### src/rtl/s3_trit_packer.sv
// s3_trit_packer: packs mod-3 coefficients five at a time into base-3 bytes
// (t0 + 3*t1 + 9*t2 + 27*t3 + 81*t4) and streams them over valid/ready.
module s3_trit_packer #(
  parameter int NTRITS = 700
) (
  input  logic       clk,
  input  logic       rst,
  input  logic       start,
  input  logic       trit_valid,
  input  logic [1:0] trit,
  output logic       trit_ready,
  output logic       byte_valid,
  input  logic       byte_ready,
  output logic [7:0] byte_out,
  output logic       byte_last,
  output logic       done,
  output logic       err
);

  localparam int CW = (NTRITS < 2) ? 1 : $clog2(NTRITS + 1);

  typedef enum logic [1:0] {IDLE, ACC, OUT, DONE} state_t;

  state_t          state, state_nx;
  logic [7:0]      acc;
  logic [2:0]      pos;
  logic [CW-1:0]   trit_cnt;
  logic [7:0]      weight;
  logic [7:0]      term;
  logic [7:0]      acc_sum;
  logic            accept;
  logic            last_trit;
  logic            group_end;

  // Status outputs decode straight from the state register, so nothing
  // combinational reaches an output from an input.
  assign trit_ready = (state == ACC);
  assign byte_valid = (state == OUT);
  assign done       = (state == DONE);

  assign accept    = (state == ACC) && trit_valid;
  assign last_trit = (trit_cnt == CW'(NTRITS - 1));
  assign group_end = (pos == 3'd4) || last_trit;
  assign acc_sum   = acc + term;

  // Positional weight 3^pos from a constant table; value 2 is a left shift,
  // illegal value 3 contributes nothing.
  always_comb begin
    weight = 8'd1;
    case (pos)
      3'd0:    weight = 8'd1;
      3'd1:    weight = 8'd3;
      3'd2:    weight = 8'd9;
      3'd3:    weight = 8'd27;
      default: weight = 8'd81;
    endcase
    term = 8'd0;
    case (trit)
      2'd1:    term = weight;
      2'd2:    term = {weight[6:0], 1'b0};
      default: term = 8'd0;
    endcase
  end

  // Next-state logic for the frame sequencer.
  always_comb begin
    state_nx = state;
    case (state)
      IDLE: if (start) state_nx = ACC;
      ACC:  if (accept && group_end) state_nx = OUT;
      OUT:  if (byte_ready) state_nx = byte_last ? DONE : ACC;
      DONE: state_nx = IDLE;
      default: state_nx = IDLE;
    endcase
  end

  // State register.
  always_ff @(posedge clk or negedge rst) begin
    if (!rst) state <= IDLE;
    else      state <= state_nx;
  end

  // Accumulator, group position, frame counter, output byte and sticky error.
  always_ff @(posedge clk or negedge rst) begin
    if (!rst) begin
      acc       <= 8'd0;
      pos       <= 3'd0;
      trit_cnt  <= '0;
      byte_out  <= 8'd0;
      byte_last <= 1'b0;
      err       <= 1'b0;
    end else begin
      case (state)
        IDLE: begin
          if (start) begin
            acc       <= 8'd0;
            pos       <= 3'd0;
            trit_cnt  <= '0;
            byte_last <= 1'b0;
            err       <= 1'b0;
          end
        end
        ACC: begin
          if (accept) begin
            trit_cnt <= trit_cnt + 1'b1;
            acc      <= acc_sum;
            if (trit == 2'd3) err <= 1'b1;
            if (group_end) begin
              // Short final group: missing high trits are simply zero.
              byte_out  <= acc_sum;
              byte_last <= last_trit;
            end else begin
              pos <= pos + 3'd1;
            end
          end
        end
        OUT: begin
          if (byte_ready) begin
            acc       <= 8'd0;
            pos       <= 3'd0;
            byte_last <= 1'b0;
          end
        end
        default: ;
      endcase
    end
  end

endmodule

### config.mk
export PLATFORM = sky130hd
export DESIGN_NAME = s3_trit_packer
export DESIGN_NICKNAME = d
export VERILOG_FILES = /design/src/rtl/s3_trit_packer.sv
export SDC_FILE = /design/constraint.sdc
export NUM_CORES = 1
export LEC_CHECK = 0
export ABC_AREA = 0
export CAP_MARGIN = 20
export CORE_UTILIZATION = 60
export DETAILED_ROUTE_END_ITERATION = 10
export PLACE_DENSITY = 0.84
export SYNTH_ARGS = -nofsm -noshare
export SYNTH_HDL_FRONTEND = slang
export SYNTH_SLANG_ARGS = --single-unit
### constraint.sdc
create_clock -name clk -period 7.5 [get_ports clk]
set_clock_uncertainty 0.05 [all_clocks]
set_input_delay 1.875 -clock clk [delete_from_list [all_inputs] [get_ports clk]]
set_output_delay 1.875 -clock clk [all_outputs]
set_load 0.005 [all_outputs]
After elaboration in Yosys (flattened, before gate mapping)
Index checks and enable logic that the tools add are counted.
Storage, ports and cells
  register bits after elaboration: 33
  input port bits: 7
Operators by class
  muxes and demuxes: 27
  equal/unequal tests: 18
  reduce and logical (&&, ||, !) cells: 14
  add/sub/neg operators: 3
Operators by type and width (number)
  case mux 7 bit (4 select lines): 1
  2-to-1 mux 8 bit: 3
  case mux 8 bit (3 select lines): 1
  2-to-1 mux 10 bit: 2
  case mux 10 bit (2 select lines): 1
  case mux 8 bit (2 select lines): 1
  2-to-1 mux 3 bit: 4
  adder 10 x 1 -> 10 bit, second input constant: 1
  equality test 10 bit, second input constant: 1
  != test 2 x 1 -> 1 bit, second input constant: 5
  AND reduction 5 bit: 2
  case mux 3 bit (3 select lines): 1
  AND reduction 3 bit: 3
  adder 8 bit: 1
  equality test 2 bit, second input constant: 4
  2-to-1 mux 2 bit: 4
  case mux 2 bit (4 select lines): 1
  AND reduction 4 bit: 2
  equality test 3 x 2 -> 1 bit, second input constant: 2
  2-to-1 mux 1 bit: 6
  equality test 2 x 1 -> 1 bit, second input constant: 2
  != test 2 bit, second input constant: 2
  adder 3 x 1 -> 3 bit, second input constant: 1
  equality test 3 x 1 -> 1 bit, second input constant: 1
  other kinds (9): 10

Longest topological paths before layout
  word-level depth: 6
  depth in mapped cells: 14
  mapped depth without buffers: 13

Worst setup path after synthesis
OpenSTA, ideal clock, no wires.
  path type: input port to flip-flop
  from: input trit[0]
  to: register byte_out[6]
  required time: 7.385 ns
  data arrival time: 4.020 ns
  path slack: 3.365 ns
  stages on the path: 10
  path buffers: 0
  setup time: 0.065 ns
  path through: inv_1 ha_1 nand2b_1 nor3_1 ha_1 nor2b_1 o31a_1 or4b_2 nand3_1 mux2_1
Between the ends
  cells in the longest elaborated chain, start to end: 3
RTL lines
  start, declared: line 10  | input logic [1:0] trit,
  equality test 2 bit or equality test 2 x 1 -> 1 bit (tied branches): line 58  | case (trit)
  case mux 8 bit (2 select lines) *: line 58
  adder 8 bit *: line 44  | assign acc_sum = acc + term;
  end signal, assigned: line 110  | byte_out <= acc_sum;
  end, declared: line 14  | output logic [7:0] byte_out,
Every way passes the cells marked *; elsewhere a longest branch is shown, timed or not.
A chain may end at the register's enable or synchronous reset.

Worst setup path in the final report
  from: input trit[0]
  to: register acc[6]
Between the ends
  cells in the longest elaborated chain, start to end: 5
RTL lines
  equality test 2 bit or equality test 2 x 1 -> 1 bit (tied branches): line 58
  case mux 8 bit (2 select lines) *: line 58
  adder 8 bit *: line 44
  2-to-1 mux 8 bit *: line 104  | if (accept) begin
  case mux 8 bit (3 select lines) *: line 93  | case (state)
  end signal, assigned: line 106  | acc <= acc_sum;
  end, declared: line 25  | logic [7:0] acc;
Every way passes the cells marked *; elsewhere a longest branch is shown, timed or not. The select of a mux whose other input is x is not followed.

==> flow_results.xml <==
<?xml version="1.0" encoding="UTF-8"?>
<metrics>
  <group name="run_status">
    <metric name="status" unit="">complete, no violations</metric>
  </group>
  <group name="routing">
    <metric name="detail_route.wl_per_cell" unit="µm">14.2</metric>
    <metric name="drtPass1Iterations" unit="">4</metric>
    <metric name="drt_iter0_markers" unit="">65</metric>
    <metric name="route.detailed.drc" unit="">0</metric>
    <metric name="drt-met1-wl" unit="µm">1780</metric>
    <metric name="post_drt_via_cell_ratio" unit="">5.69</metric>
    <metric name="met3WireLength" unit="µm">169</metric>
    <metric name="finalWirelength" unit="µm">3830</metric>
    <metric name="ant_nets" unit="">0</metric>
    <metric name="route.top_layer_used" unit="">met4</metric>
    <metric name="met2_wire_length" unit="µm">1760</metric>
    <metric name="detailroute.via_count" unit="">1536</metric>
  </group>
  <group name="worst_setup_path">
    <metric name="critical_path.endpoint_type" unit="">register</metric>
    <metric name="critical_path.startpoint_type" unit="">primary input</metric>
    <metric name="buffers_and_inverters_on_the_worst_path" unit="">2</metric>
    <metric name="setup.worst_path.end" unit="">acc[6]</metric>
    <metric name="worst_ep_arrival_time" unit="ns">4.77</metric>
    <metric name="cp_slowest_cell" unit="">sky130_fd_sc_hd__or4b_2</metric>
    <metric name="timing.critical_path.slowest_cell_delay" unit="ns">0.60</metric>
    <metric name="worst_ep_required_time" unit="ns">7.74</metric>
    <metric name="critPathMostFrequentCell" unit="">sky130_fd_sc_hd__ha_1</metric>
    <metric name="worstPathCellList" unit="">clkdlybuf4s50_1, inv_1, ha_1, nand2b_1, nor3_1, ha_1, nor2b_1, o31a_1, or4b_2, nand3_1, a22o_1</metric>
    <metric name="setup.worst_path.start" unit="">trit[0]</metric>
    <metric name="r2r_end" unit="">acc[6]</metric>
    <metric name="crit_fanout" unit="">5</metric>
    <metric name="critPathTopFamily" unit="">simple AND/OR/NAND/NOR gates</metric>
    <metric name="criticalPathCategory" unit="">primary input to register</metric>
    <metric name="worstSetupPathDepth" unit="">11</metric>
    <metric name="rrSetupSlack" unit="ns">4.65</metric>
    <metric name="worst_r2r_startpoint" unit="">pos[0]</metric>
    <metric name="worst_reg_to_reg_path_cell_count" unit="">12</metric>
  </group>
  <group name="timing">
    <metric name="drv_slew" unit="">0</metric>
    <metric name="timing.fmax" unit="MHz">220</metric>
    <metric name="rsz_0062_raised_after_global_routing" unit="">no</metric>
    <metric name="final-hold-violation-count" unit="">0</metric>
    <metric name="relSlewSlack" unit="">0.599</metric>
    <metric name="finalCritPeriodShare" unit="">0.605</metric>
    <metric name="final.hold.worst_slack" unit="ns">0.435</metric>
    <metric name="timing.setup.tns" unit="ns">0</metric>
    <metric name="worst_slew_pin_slew" unit="ns">0.593</metric>
    <metric name="final-setup-viol-count" unit="">0</metric>
    <metric name="layout_min_cycle_time" unit="ns">4.54</metric>
  </group>
  <group name="place">
    <metric name="weighted_congestion_reported_at_the_end_of_routability_driven_placement" unit="">0.863</metric>
    <metric name="io_buffer_count" unit="">19</metric>
    <metric name="post_detailed_placement_cell_area" unit="µm²">2140</metric>
    <metric name="detailed_place_hpwl" unit="µm">2860</metric>
  </group>
  <group name="yosys">
    <metric name="syn_avg_cell_area" unit="µm²">9.46</metric>
    <metric name="post_synth_instance_area" unit="µm²">1910</metric>
    <metric name="yosysWarningCount" unit="">0</metric>
    <metric name="netlist.top_cell.by_area" unit="">sky130_fd_sc_hd__dfrtp_1</metric>
    <metric name="yosysSeqAreaShare" unit="">0.432</metric>
    <metric name="synthTopCellsByArea" unit="">sky130_fd_sc_hd__dfrtp_1 (43%), sky130_fd_sc_hd__ha_1 (9.8%), sky130_fd_sc_hd__nand2_1 (6.5%)</metric>
    <metric name="synthArstFlopShare" unit="">1.00</metric>
    <metric name="synth_enable_flop_cells" unit="">0</metric>
    <metric name="distinct_cell_type_count_of_the_synthesized_netlist" unit="">37</metric>
    <metric name="most_instantiated_cells_after_synthesis" unit="">sky130_fd_sc_hd__dfrtp_1 (33), sky130_fd_sc_hd__nand2_1 (33), sky130_fd_sc_hd__nor2_1 (17)</metric>
    <metric name="mappedNetlistNets" unit="">225</metric>
    <metric name="yosysTopAreaCellShare" unit="">0.432</metric>
    <metric name="postSynthCellCount" unit="">202</metric>
    <metric name="flip_flop_and_latch_count_after_synthesis" unit="">33</metric>
    <metric name="synth-main-ff-cell" unit="">sky130_fd_sc_hd__dfrtp_1</metric>
  </group>
  <group name="grt">
    <metric name="grt_pass1_wl" unit="µm">6560</metric>
    <metric name="first_global_vias" unit="">1482</metric>
    <metric name="grt_remaining_overflow" unit="">0</metric>
    <metric name="number_of_antenna_violations_at_the_first_check_in_global_routing" unit="">0</metric>
    <metric name="grt_use_total" unit="">0.264</metric>
    <metric name="largest_net_degree_at_the_start_of_global_routing" unit="">34</metric>
  </group>
  <group name="cts">
    <metric name="hold_buffers" unit="">0</metric>
    <metric name="cts_max_path_buffers" unit="">2</metric>
    <metric name="cts_tree" unit="">yes</metric>
    <metric name="htreeDepth" unit="">2</metric>
    <metric name="clock_tree.root_cell" unit="">sky130_fd_sc_hd__clkbuf_4</metric>
    <metric name="clk_transition_reported_paths" unit="ns">0.10</metric>
    <metric name="number_of_setup_buffers_added_after_cts" unit="">0</metric>
    <metric name="cts_buffers" unit="">5</metric>
    <metric name="cts_num_sinks" unit="">33</metric>
    <metric name="clock_latency" unit="ns">0.35</metric>
    <metric name="postCtsResizedCells" unit="">0</metric>
  </group>
  <group name="layout">
    <metric name="final_cell_area" unit="µm²">2210</metric>
    <metric name="drive_gt1_frac" unit="">0.0664</metric>
    <metric name="synthToLayoutAreaGrowth" unit="%">15.8</metric>
    <metric name="area_used_by_sequential_logic_in_the_layout" unit="µm²">826</metric>
    <metric name="multi_input_comb_area" unit="µm²">1020</metric>
    <metric name="nNetsFinal" unit="">248</metric>
    <metric name="fill_cells" unit="">236</metric>
    <metric name="inserted_diodes" unit="">0</metric>
  </group>
  <group name="worst_hold_path">
    <metric name="worstHoldPathType" unit="">register to register</metric>
  </group>
  <group name="die">
    <metric name="core_area" unit="µm²">3030</metric>
    <metric name="floorplan.die.width" unit="µm">58.4</metric>
    <metric name="die_height" unit="µm">58.4</metric>
    <metric name="ios" unit="">20</metric>
    <metric name="die_footprint" unit="µm²">3410</metric>
    <metric name="start_util" unit="">0.631</metric>
    <metric name="placementRows" unit="">20</metric>
  </group>
  <group name="power">
    <metric name="ir_worst_vdd" unit="µV">205</metric>
    <metric name="power.density_cell_area" unit="nW/µm²">304</metric>
    <metric name="p_leak" unit="nW">1.06</metric>
  </group>
  <group name="flow_run">
    <metric name="maxCapViolations" unit="">0</metric>
  </group>
</metrics>
## through the flow
step | instances | worst slack (ns) | utilization | total power, W
after floorplan | 202 | 3.36 | - | 0.000454
after global placement | 262 | 2.75 | 0.708 | 0.000544
after detailed placement | 262 | 2.64 | 0.708 | 0.000559
after CTS | 270 | 2.99 | 0.731 | 0.000674
after global routing | 270 | 2.82 | 0.731 | 0.000726
final | 270 | 2.96 | 0.731 | 0.000673
## flip-flops by register name (all words and copies together) (netlist names)
name / count
acc: 8
pos: 3
byte_out: 8
err: 1
state: 2
trit_cnt: 10
byte_last: 1
## worst min-delay path by stage
stage | cells after the start | startpoint | slack (ns) | end
2_1_floorplan | 2 | acc[7] | 0.42 | acc[7]
3_3_place_gp | 2 | byte_out[2] | 0.41 | byte_out[2]
3_5_place_dp | 2 | byte_out[3] | 0.42 | byte_out[3]
4_1_cts | 2 | byte_out[3] | 0.44 | byte_out[3]
5_1_grt | 2 | byte_out[3] | 0.46 | byte_out[3]
6_report | 2 | byte_out[3] | 0.44 | byte_out[3]
## layout by cell type (no fill, tap or decap), drive strengths merged, types with 2 or more instances in the layout
cell | Yosys | layout
nand2 | 33 | 33
dfrtp | 33 | 33
clkdlybuf4s50 | 0 | 19
nor2 | 17 | 17
o21ai | 15 | 15
ha | 15 | 15
inv | 11 | 11
a21oi | 9 | 9
xor2 | 9 | 9
nand3 | 7 | 7
clkbuf | 2 | 7
a22o | 6 | 6
nor2b | 4 | 4
xnor2 | 4 | 4
nand4 | 4 | 4
nor3 | 3 | 3
and2 | 3 | 3
or2 | 2 | 2
nor4b | 2 | 2
mux2i | 2 | 2
a21o | 2 | 2
a31oi | 2 | 2
mux2 | 2 | 2
or4b | 2 | 2
## per-layer routing
layer,global-route usage,up-vias
met1,0.344,732
met3,0.0593,16
li1,-,744
met2,0.407,44
met5,0,-
met4,0.150,0
## report_power, final
group          internal (W)  switching, W  total (W)
registers          0.000235     0.0000489   0.000284
logic              0.000136      0.000139   0.000275
clock network     0.0000542     0.0000602   0.000114
total              0.000424      0.000248   0.000673
## area by class of cell
| class | count | area share |
|---|---|---|
| Sequential cell | 33 | 0.373 |
| Timing Repair Buffer | 20 | 0.0893 |
| Clock buffer | 7 | 0.0294 |
| Clock inverter | 1 | 0.00226 |
| Multi-Input combinational cell | 154 | 0.462 |
| Inverter | 11 | 0.0187 |
| Tap cell | 44 | 0.0249 |
## tightest hold or removal path, stage by stage (launching register included)
cell and delay, ns:
sky130_fd_sc_hd__dfrtp_1 0.35, sky130_fd_sc_hd__nand2_1 0.05, sky130_fd_sc_hd__nand2_1 0.05
## cell families (layout without fill, tap and decap cells)
| logic type | count (synthesis) | in the layout | synth area share |
|---|---|---|---|
| muxes | 4 | 4 | 0.0223 |
| and+or+nand+nor | 82 | 82 | 0.208 |
| AOI/OAI and AO/OA | 39 | 39 | 0.138 |
| buffers and inverters | 15 | 39 | 0.0321 |
| DFF | 33 | 33 | 0.432 |
| xor gates and xnor gates | 13 | 13 | 0.0596 |
| adders and majority gates | 16 | 16 | 0.109 |
Note: power is estimated with default switching activity, not from simulation.
